$ cat src/rtl/prog_loader.sv
// Streaming program-RAM loader: accepts bytes over valid/ready and writes them to
// consecutive addresses from a latched base, with a running checksum and done pulse.
module prog_loader #(
  parameter int ADDR_WIDTH = 4,
  parameter int DATA_WIDTH = 8
) (
  input  logic                  clk,
  input  logic                  reset_count,
  input  logic                  start,
  input  logic [ADDR_WIDTH-1:0] base,
  input  logic [ADDR_WIDTH-1:0] len,
  input  logic                  abort,
  input  logic                  in_valid,
  input  logic [DATA_WIDTH-1:0] in_data,
  output logic                  in_ready,
  output logic                  ram_we,
  output logic [ADDR_WIDTH-1:0] ram_addr,
  output logic [DATA_WIDTH-1:0] ram_wdata,
  output logic                  busy,
  output logic                  done,
  output logic                  aborted,
  output logic [DATA_WIDTH-1:0] checksum
);

  typedef enum logic [1:0] {IDLE, LOAD, WRITE, DONE} state_t;

  state_t                state_q, state_d;
  logic [ADDR_WIDTH-1:0] ptr_q, ptr_d;
  logic [ADDR_WIDTH:0]   remaining_q, remaining_d;
  logic [ADDR_WIDTH-1:0] addr_q, addr_d;
  logic [DATA_WIDTH-1:0] byte_q, byte_d;
  logic [DATA_WIDTH-1:0] checksum_q, checksum_d;
  logic                  aborted_q, aborted_d;

  always_ff @(posedge clk or posedge reset_count) begin
    if (reset_count) begin
      state_q     <= IDLE;
      ptr_q       <= '0;
      remaining_q <= '0;
      addr_q      <= '0;
      byte_q      <= '0;
      checksum_q  <= '0;
      aborted_q   <= 1'b0;
    end else begin
      state_q     <= state_d;
      ptr_q       <= ptr_d;
      remaining_q <= remaining_d;
      addr_q      <= addr_d;
      byte_q      <= byte_d;
      checksum_q  <= checksum_d;
      aborted_q   <= aborted_d;
    end
  end

  // addr_q/byte_q are captured at the handshake so the RAM bus holds its last
  // write while ptr advances to the next address.
  always_comb begin
    state_d     = state_q;
    ptr_d       = ptr_q;
    remaining_d = remaining_q;
    addr_d      = addr_q;
    byte_d      = byte_q;
    checksum_d  = checksum_q;
    aborted_d   = aborted_q;

    case (state_q)
      IDLE: begin
        if (start) begin
          ptr_d       = base;
          remaining_d = (len == '0) ? {1'b1, {ADDR_WIDTH{1'b0}}} : {1'b0, len};
          checksum_d  = '0;
          aborted_d   = 1'b0;
          state_d     = LOAD;
        end
      end
      LOAD: begin
        if (abort) begin
          aborted_d = 1'b1;
          state_d   = IDLE;
        end else if (in_valid) begin
          byte_d  = in_data;
          addr_d  = ptr_q;
          state_d = WRITE;
        end
      end
      WRITE: begin
        // The strobe is already on the bus, so bookkeeping completes even on abort.
        ptr_d       = ptr_q + ADDR_WIDTH'(1);
        checksum_d  = checksum_q + byte_q;
        remaining_d = remaining_q - (ADDR_WIDTH+1)'(1);
        if (abort) begin
          aborted_d = 1'b1;
          state_d   = IDLE;
        end else if (remaining_q == (ADDR_WIDTH+1)'(1)) begin
          state_d = DONE;
        end else begin
          state_d = LOAD;
        end
      end
      DONE: begin
        state_d = IDLE;
      end
      default: begin
        state_d = IDLE;
      end
    endcase
  end

  assign in_ready  = (state_q == LOAD);
  assign ram_we    = (state_q == WRITE);
  assign busy      = (state_q == LOAD) || (state_q == WRITE);
  assign done      = (state_q == DONE);
  assign ram_addr  = addr_q;
  assign ram_wdata = byte_q;
  assign aborted   = aborted_q;
  assign checksum  = checksum_q;

endmodule

$ cat config.mk
export PLATFORM = sky130hd
export DESIGN_NAME = prog_loader
export DESIGN_NICKNAME = d
export VERILOG_FILES = /design/src/rtl/prog_loader.sv
export SDC_FILE = /design/constraint.sdc
export NUM_CORES = 1
export LEC_CHECK = 0
export ABC_AREA = 1
export BUFFER_PORTS_ARGS = -buffer_cell sky130_fd_sc_hd__buf_2
export CORE_UTILIZATION = 50
export CTS_CLUSTER_SIZE = 10
export DETAILED_ROUTE_END_ITERATION = 12
export GPL_TIMING_DRIVEN = 0
export PLACE_DENSITY = 0.83
export SLEW_MARGIN = 20
export SYNTH_ARGS = -nofsm -noshare
export SYNTH_HDL_FRONTEND = slang
export SYNTH_SLANG_ARGS = --single-unit
export TNS_END_PERCENT = 1
$ cat constraint.sdc
create_clock -name clk -period 2.6 [get_ports clk]
set_clock_uncertainty 0.1 [all_clocks]
set_input_delay 0 -clock clk [delete_from_list [all_inputs] [get_ports clk]]
set_output_delay 0 -clock clk [all_outputs]
set_load 0.05 [all_outputs]
# Word level (Yosys, flattened, before mapping)
# Cells that the tools add are included.
# Widths: inputs -> output; s select.
[word_totals]
ff_bits = 32
in_bits = 21
out_inout_bits = 25
wordCells = 44
[classes]
add_sub_neg = 3
eq_ne = 7
muxes = 16
bitwise_logic = 1
reduce_logical = 10
[ops]
columns = ["cell", "count"]
rows = [
  ["$pmux 8 s2", 1],
  ["$mux 2", 5],
  ["$mux 5", 2],
  ["$pmux 5 s2", 1],
  ["$add 8x8->8", 1],
  ["$mux 8", 1],
  ["$pmux 2 s4", 1],
  ["$pmux 4 s2", 1],
  ["$reduce_and 3->1", 2],
  ["$eq 5x1->1 const B", 1],
  ["$sub 5x1->5 const B", 1],
  ["$add 4x1->4 const B", 1],
  ["$eq 2x2->1 const B", 2],
  ["$logic_not 4->1", 1],
  ["$mux 4", 1],
  ["$reduce_and 2->1", 2],
  ["$reduce_bool 2->1", 2],
  ["$ne 3x3->1 const B", 1],
  ["$eq 2x1->1 const B", 1],
  ["$logic_not 2->1", 1],
  ["$mux 1", 2],
  ["$ne 2x1->1 const B", 1],
  ["$ne 2x2->1 const B", 1],
  ["$pmux 1 s2", 1],
  ["3 further kinds", 3],
]

# Depth between registers and ports, before layout
# Gate-level depths: netlist (run 1).
[logic_depth]
ltp_word = 4
mapped_depth = 10
ltp_nobuf = 9

# Worst setup path after synthesis (run 1)
# No wires, ideal clock.
[synth_timing]
path_type = "register to register"
from = "reg state_q[0]"
to = "reg checksum_q[3], in the netlist checksum[3]"
setup_time_ns = 0.066
t_arrival_ns = 1.760
required_ns = 2.434
setup_slack_ns = 0.674
stages_incl_launch_ff = 10
path_buffers = 1
synth_period_minus_slack_ns = 1.926
cell_sequence = "dfrtp_1 inv_1 ha_1 buf_4 inv_2 nor2_4 inv_1 a21oi_1 o21ai_0 nand2_1"
[synth_between]
elab_chain_cells = 3
elab_cells_between_ends = 6
cone_classes = "eq/ne: 2; mux: 1; reduce/logical: 3"
[synth_lines]
columns = ["element", "line", "rtl"]
rows = [
  ["from (decl)", "27", "state_t state_q, state_d;"],
  ["from (signal assigned)", "45", "state_q <= state_d;"],
  ["$eq 2x2->1 *", "--", ""],
  ["via ram_we", "16", "output logic ram_we,"],
  ["$reduce_bool 2->1 (no line)", "--", ""],
  ["$reduce_and 2->1 (no line)", "--", ""],
  ["to (signal assigned)", "50", "checksum_q <= checksum_d;"],
  ["to (decl)", "32", "logic [DATA_WIDTH-1:0] checksum_q, checksum_d;"],
]
# The timed path passes the listed nets; every way through them passes the cells marked *.
# A chain may end at the register's enable or synchronous reset.

# Worst setup path in the final report (run 1)
[layout_timing]
from = "reg state_q[0]"
to = "reg remaining_q[4]"
[layout_between]
elab_chain_cells = 3
elab_cells_between_ends = 6
cone_classes = "eq/ne: 2; mux: 1; reduce/logical: 3"
[layout_lines]
columns = ["element", "line", "rtl"]
rows = [
  ["$eq 2x2->1 or $logic_not 2->1 (tied branches)", "66", "case (state_q)"],
  ["$reduce_bool 2->1 (no line) or $ne 2x2->1 (tied branches)", "--", ""],
  ["$reduce_and 2->1 (no line)", "--", ""],
  ["to (signal assigned)", "47", "remaining_q <= remaining_d;"],
  ["to (decl)", "29", "logic [ADDR_WIDTH:0] remaining_q, remaining_d;"],
]
# Parallel ways exist; a longest one is shown, timed or not.

==> run metrics, run 1 <==
Vert. Die Dim=62.4 um; period utilisation layout=78.2%; wirelength, routed=4050 um; post-route insts no fill=331; post-route cell area=2420 um^2; Core Area=3420 um^2; DR WL/cell=12.2 um; dpl cells=301; setup TNS=0 ns; Req. time, crit path=2.77 ns; CP Depth=7; largest net degree at the start of global routing=33; Via density=5.02; residual DRC count=0; chip width=62.4 um; CP max stage cell=dlygate4sd3_1; routability congestion estimate=0.786; via count of the first global-routing pass=1696; Post-Place Cell Area=2110 um^2; most numerous cell in the Yosys netlist=nand2_1; n_diodes=0; Worst Path Arrival=2.21 ns; initial drt markers=59; Mapped Cells=210; crit-path cells=inv_1 -> ha_1 -> buf_4 -> nor2_1 -> nand3_1 -> dlygate4sd3_1 -> a31oi_1; top-area cell type share of the netlist area=43.9%; CP max stage delay=0.56 ns; total CTS buffers=5; latest clock arrival within the worst-skew pair=0.34 ns; FMAX=492 MHz; Total GRT Usage=23.8%; post-CTS setup buffer count=0; via count=1661; main area contributors after synthesis=dfrtp_1 44%, nand2_1 11%, ha_1 9.6%; Warnings, synthesis=0; I/O Buffers=45; Synth async-reset ratio=100%; worst r2r path cells=7; startpoint types=flop; Layout area overhead=32.8%; WS Path Type=reg2reg; Root Buffer=clkbuf_4; Post-Syn Area=1820 um^2; syn_nets=246; TritonCTS clock tree=done; drt first pass iters=4; WHS=0.185 ns; Primary FF master, synth=dfrtp_1; synthesized area per cell=8.69 um^2; RSZ-0062 raised after global routing=false; clock tree buffer depth=2; Starting Density=53.4%; die area=3890 um^2; number of flops mapped to enable cells by yosys=0; num ports=46; # clock sinks=32; Final Setup Violations=0; Final #Nets=320; Hold Vio Cnt, Final=0; wire length of the first global-routing pass=7190 um; most instantiated cells after synthesis=52 x nand2_1, 32 x dfrtp_1, 22 x inv_1; Worst Setup End Kind=flop; grt ovf=0; H-tree levels=2; FP Rows=21; max-cap violations=0; post-synth top area cell=dfrtp_1; status=finished, final reports clean; Final Max Slew Viols=0; Netlist cell types=27; Rel. slew slack=57.1%; Bufs and invs on worst path=3; register area share after synthesis=43.9%; fin crit period=2.03 ns; HP Class=in2async; Post-DRT Antenna Nets=0; worst slew pin tran=0.643 ns; Yosys reg bits=32; maximum fanout along the worst path=10; CP top delay family=buffers and inverters; clock-pin slew on the worst setup and hold paths=0.10 ns; initial antenna violation count=0; half-perimeter wire length after placement=2760 um; share of cells above drive strength 1=26.3%
-- registers in the layout, summed over array words and instances (netlist names) --
signal,count
ptr_q,4
remaining_q,5
state_q,2
checksum,8
ram_wdata,8
aborted,1
ram_addr,4
-- what timing repair did --
| action | in CTS | in global routing |
|---|---|---|
| hold endpoints to repair | 52 | 0 |
| resized for setup | 0 | 0 |
| hold buffers | 22 | 0 |
-- final cells by class --
class,count,area (um^2)
Fill cell,271,993
Multi-Input combinational cell,149,901
Sequential cell,32,801
Timing Repair Buffer,67,445
Inverter,25,93.8
Clock buffer,7,65.1
Tap cell,46,57.6
Clock inverter,1,30.0
Buffer,4,28.8
-- final timing paths --
kind	start	endpoint	slack [ns]
max	state_q[0]$_DFFE_PP0P_	remaining_q[4]$_DFFE_PP0P_	0.57
min	reset_count	ram_wdata[4]$_DFFE_PP0P_	0.18
max reg2reg	state_q[0]$_DFFE_PP0P_	remaining_q[4]$_DFFE_PP0P_	0.57
min reg2reg	ram_addr[3]$_DFFE_PP0P_	ram_addr[3]$_DFFE_PP0P_	0.39
max in group asynchronous	reset_count	ptr_q[1]$_DFFE_PP0P_	1.79
min in group clk	in_data[6]	ram_wdata[6]$_DFFE_PP0P_	0.31
-- stage by stage --
stage               setup WS [ns]  utilization (%)
finish                      0.567             70.9
global route                0.450             70.9
CTS                         0.583             70.9
detailed placement          0.812             61.7
global placement            0.846             61.7
floorplan                   0.674                -
-- kinds of logic (layout without fill, tap and decap cells) --
logic type | count (synthesis) | after routing | share of synthesized area (%)
flip-flops | 32 | 32 | 43.9
AO/OA/AOI/OAI | 35 | 35 | 10.8
AND/OR/NAND/NOR | 86 | 86 | 20.4
multiplexers | 9 | 9 | 5.56
adder cells (fa/ha/maj) | 15 | 15 | 10.7
XOR/XNOR | 4 | 4 | 1.92
buffers and inverters | 29 | 104 | 6.72
-- tightest hold or removal path, delay by kind of cell --
kind	cells	cell delay, ns
buffers and inverters	3	1.13
-- layer usage --
| metal | vias to the layer above | wire length [um] | global-route usage, % | share of wire [%] |
|---|---|---|---|---|
| li1 | 841 | - | - | - |
| met1 | 771 | 1770 | 26.7 | 44 |
| met2 | 35 | 2020 | 41.7 | 50 |
| met3 | 14 | 129 | 4.74 | 3.2 |
| met4 | 0 | 133 | 13.4 | 3.3 |
| met5 | - | 0 | 0 | 0 |
-- cell usage in the layout, fill, tap and decap left out, types with 2 or more instances in the layout --
| cell | instances |
|---|---|
| dfrtp_1 | 32 |
| clkbuf_4 | 5 |
| o21ai_1 | 4 |
| nand3_1 | 14 |
| a22o_1 | 2 |
| buf_2 | 47 |
| mux2_2 | 9 |
| inv_1 | 21 |
| nand3b_1 | 2 |
| ha_1 | 14 |
| dlygate4sd3_1 | 22 |
| nand2_1 | 52 |
| nor2_4 | 2 |
| a21oi_1 | 6 |
| a31oi_1 | 2 |
| inv_2 | 4 |
| xor2_1 | 3 |
| o211ai_1 | 2 |
| o21ai_0 | 16 |
| clkbuf_8 | 2 |
| nor2_1 | 14 |
Power of run 1 is not shown: default switching activity piles up to over one toggle a cycle in this logic, so the estimate is an artifact.
==> run 2: changes to the inputs <==
--- a/config.mk
+++ b/config.mk
@@ -7,11 +7,11 @@
 export LEC_CHECK = 0
 export ABC_AREA = 1
 export BUFFER_PORTS_ARGS = -buffer_cell sky130_fd_sc_hd__buf_2
-export CORE_UTILIZATION = 50
+export CORE_UTILIZATION = 47
 export CTS_CLUSTER_SIZE = 10
 export DETAILED_ROUTE_END_ITERATION = 12
 export GPL_TIMING_DRIVEN = 0
-export PLACE_DENSITY = 0.83
+export PLACE_DENSITY = 0.82
 export SLEW_MARGIN = 20
 export SYNTH_ARGS = -nofsm -noshare
 export SYNTH_HDL_FRONTEND = slang
==> constraint.sdc (replaced) <==
create_clock -name clk -period 1.67 [get_ports clk]
set_clock_uncertainty 0.1 [all_clocks]
set_input_delay 0 -clock clk [delete_from_list [all_inputs] [get_ports clk]]
set_output_delay 0 -clock clk [all_outputs]
set_load 0.05 [all_outputs]
==> run 2 against run 1 <==
Sequential share of layout area shrank 1.5 points. Maximum frequency grew 24%. Flip-flop and latch count is the same. Register-to-register slack lost 0.54 ns. Global-route usage shrank 2.0 points. First-iteration DRC count grew 80%. Hold slack lost 0.14 ns. Routed wire length grew 3.7%. Critical endpoint is now checksum[6]$_DFFE_PP0P_.
==> run metrics, run 2 (synthesized netlist as in run 1, its figures left out) <==
dpl cells=303 (+0.66%); DR WL/cell=12.5 um (+1.9%); initial antenna violation count=0 (unchanged); Rel. slew slack=56.2% (-0.92 points); residual DRC count=0 (unchanged); RSZ-0062 raised after global routing=true; worst slew pin tran=0.657 ns (+0.0139 ns); total CTS buffers=5 (unchanged); startpoint types=flop; H-tree levels=2 (unchanged); latest clock arrival within the worst-skew pair=0.28 ns (-0.06 ns); Req. time, crit path=1.75 ns (-1.02 ns); most common cell after layout, fill and taps aside=nand2_1; status=finished, final reports clean; clock tree buffer depth=2 (unchanged); Post-DRT Antenna Nets=0 (unchanged); Final Max Slew Viols=0 (unchanged); WS Path Type=reg2reg; FMAX=608 MHz (+24%); via count=1698 (+2.2%); HP Class=in2reg; met1 usage=26.9% (+0.14 points); Final Setup Violations=0 (unchanged); largest net degree at the start of global routing=33 (unchanged); grt ovf=0 (unchanged); Core Area=3690 um^2 (+8.0%); crit-path cells=ha_4 -> fa_2 -> nand2_2 -> nand2_2 -> nand3b_1 -> nand3b_1 -> nand3_1 -> nand2_1; Total GRT Usage=21.8% (-2.0 points); grt met2 use=37.1% (-4.6 points); WHS=0.0414 ns (-0.143 ns); post-route insts no fill=337 (+1.8%); num ports=46 (unchanged); pre-CTS WS=-0.115 ns (-0.927 ns); Vert. Die Dim=64.3 um (+3.0%); Via density=5.04 (+0.41%); initial drt markers=106 (+80%); Bufs and invs on worst path=0 (-3); clock-pin slew on the worst setup and hold paths=0.07 ns (-0.03 ns); wirelength, routed=4200 um (+3.7%); CP top delay family=adder cells; FP Rows=22 (+4.8%); die area=4130 um^2 (+6.2%); final setup margin=0.0265 ns (-0.540 ns); TritonCTS clock tree=done; half-perimeter wire length after placement=2720 um (-1.3%); maximum fanout along the worst path=3 (-7); Layout area overhead=40.3%; met3 Use GR=4.11% (-0.64 points); via count of the first global-routing pass=1568 (-7.5%); chip width=64.3 um (+3.0%); Root Buffer=clkbuf_8; routability congestion estimate=0.819 (+4.3%); share of cells above drive strength 1=33.9% (+7.6 points); Hold Vio Cnt, Final=0 (unchanged); CP max stage delay=0.43 ns (-0.13 ns); Starting Density=49.5% (-3.9 points); period utilisation layout=98.4% (+20 points); gr busiest metal=met2; Worst Setup End Kind=flop; I/O Buffers=45 (unchanged); n_diodes=0 (unchanged); wire length of the first global-routing pass=6920 um (-3.7%); most frequent cells in the layout=50 x nand2_1, 45 x buf_2, 27 x dfrtp_1, 19 x dlygate4sd3_1, 18 x inv_1; # clock sinks=32 (unchanged); CP max stage cell=dfrtp_2; drt first pass iters=4 (unchanged); fin crit period=1.64 ns (-0.390 ns); Worst Path Arrival=1.72 ns (-0.49 ns); Final #Nets=324 (+1.3%); max-cap violations=0 (unchanged)
==> run 2: worst min-delay path, cell delays in order <==
cell and delay, ns:
buf_2 0.12, o21ai_0 0.13, nand2_1 0.08, nand2_1 0.06
==> run 2: worst paths after layout <==
path / start / to / slack, ns / cells after the start
max in group asynchronous: reset_count / ram_wdata[0]$_DFFE_PP0P_ / 0.70 / 3
hold reg to reg: ram_addr[0]$_DFFE_PP0P_ / ram_addr[0]$_DFFE_PP0P_ / 0.39 / 2
setup reg to reg: ram_wdata[0]$_DFFE_PP0P_ / checksum[6]$_DFFE_PP0P_ / 0.03 / 8
setup / recovery: ram_wdata[0]$_DFFE_PP0P_ / checksum[6]$_DFFE_PP0P_ / 0.03 / 8
min in group asynchronous: reset_count / ram_wdata[3]$_DFFE_PP0P_ / 0.30 / 3
hold / removal: in_valid / state_q[1]$_DFFE_PP0P_ / 0.04 / 4
==> run 2: cell type report <==
cell class	instances	area [um^2]
Timing Repair Buffer	71	468
Multi-Input combinational cell	149	980
Clock buffer	6	72.6
Clock inverter	2	35.0
Inverter	25	96.3
Fill cell	294	1130
Sequential cell	32	807
Tap cell	48	60.1
Buffer	4	41.3
==> run 2: through the flow <==
stage / utilization [%] / cell area (um^2) / setup TNS [ns]
finish: 69.4 / 2560 / 0
global route: 69.4 / 2560 / -0.316
CTS: 67.2 / 2480 / -0.0262
detailed placement: 58.1 / 2140 / -1.03
global placement: 58.1 / 2140 / -0.468
floorplan: - / 1860 / -0.360
==> run 2: repair_timing <==
action,in CTS,in global routing
buffers inserted,2,5
setup endpoints to repair,20,19
hold buffers,19,0
endpoints found under the hold margin,50,0
gates resized for setup,6,12
pin swaps,1,4
==> run 2: routing by layer <==
| layer | share of wire [%] | up-vias |
|---|---|---|
| met3 | 3.9 | 10 |
| met1 | 44 | 791 |
| met5 | 0 | - |
| met2 | 51 | 48 |
| li1 | - | 849 |
| met4 | 1.5 | 0 |
Power of run 2 is left out for the same reason.
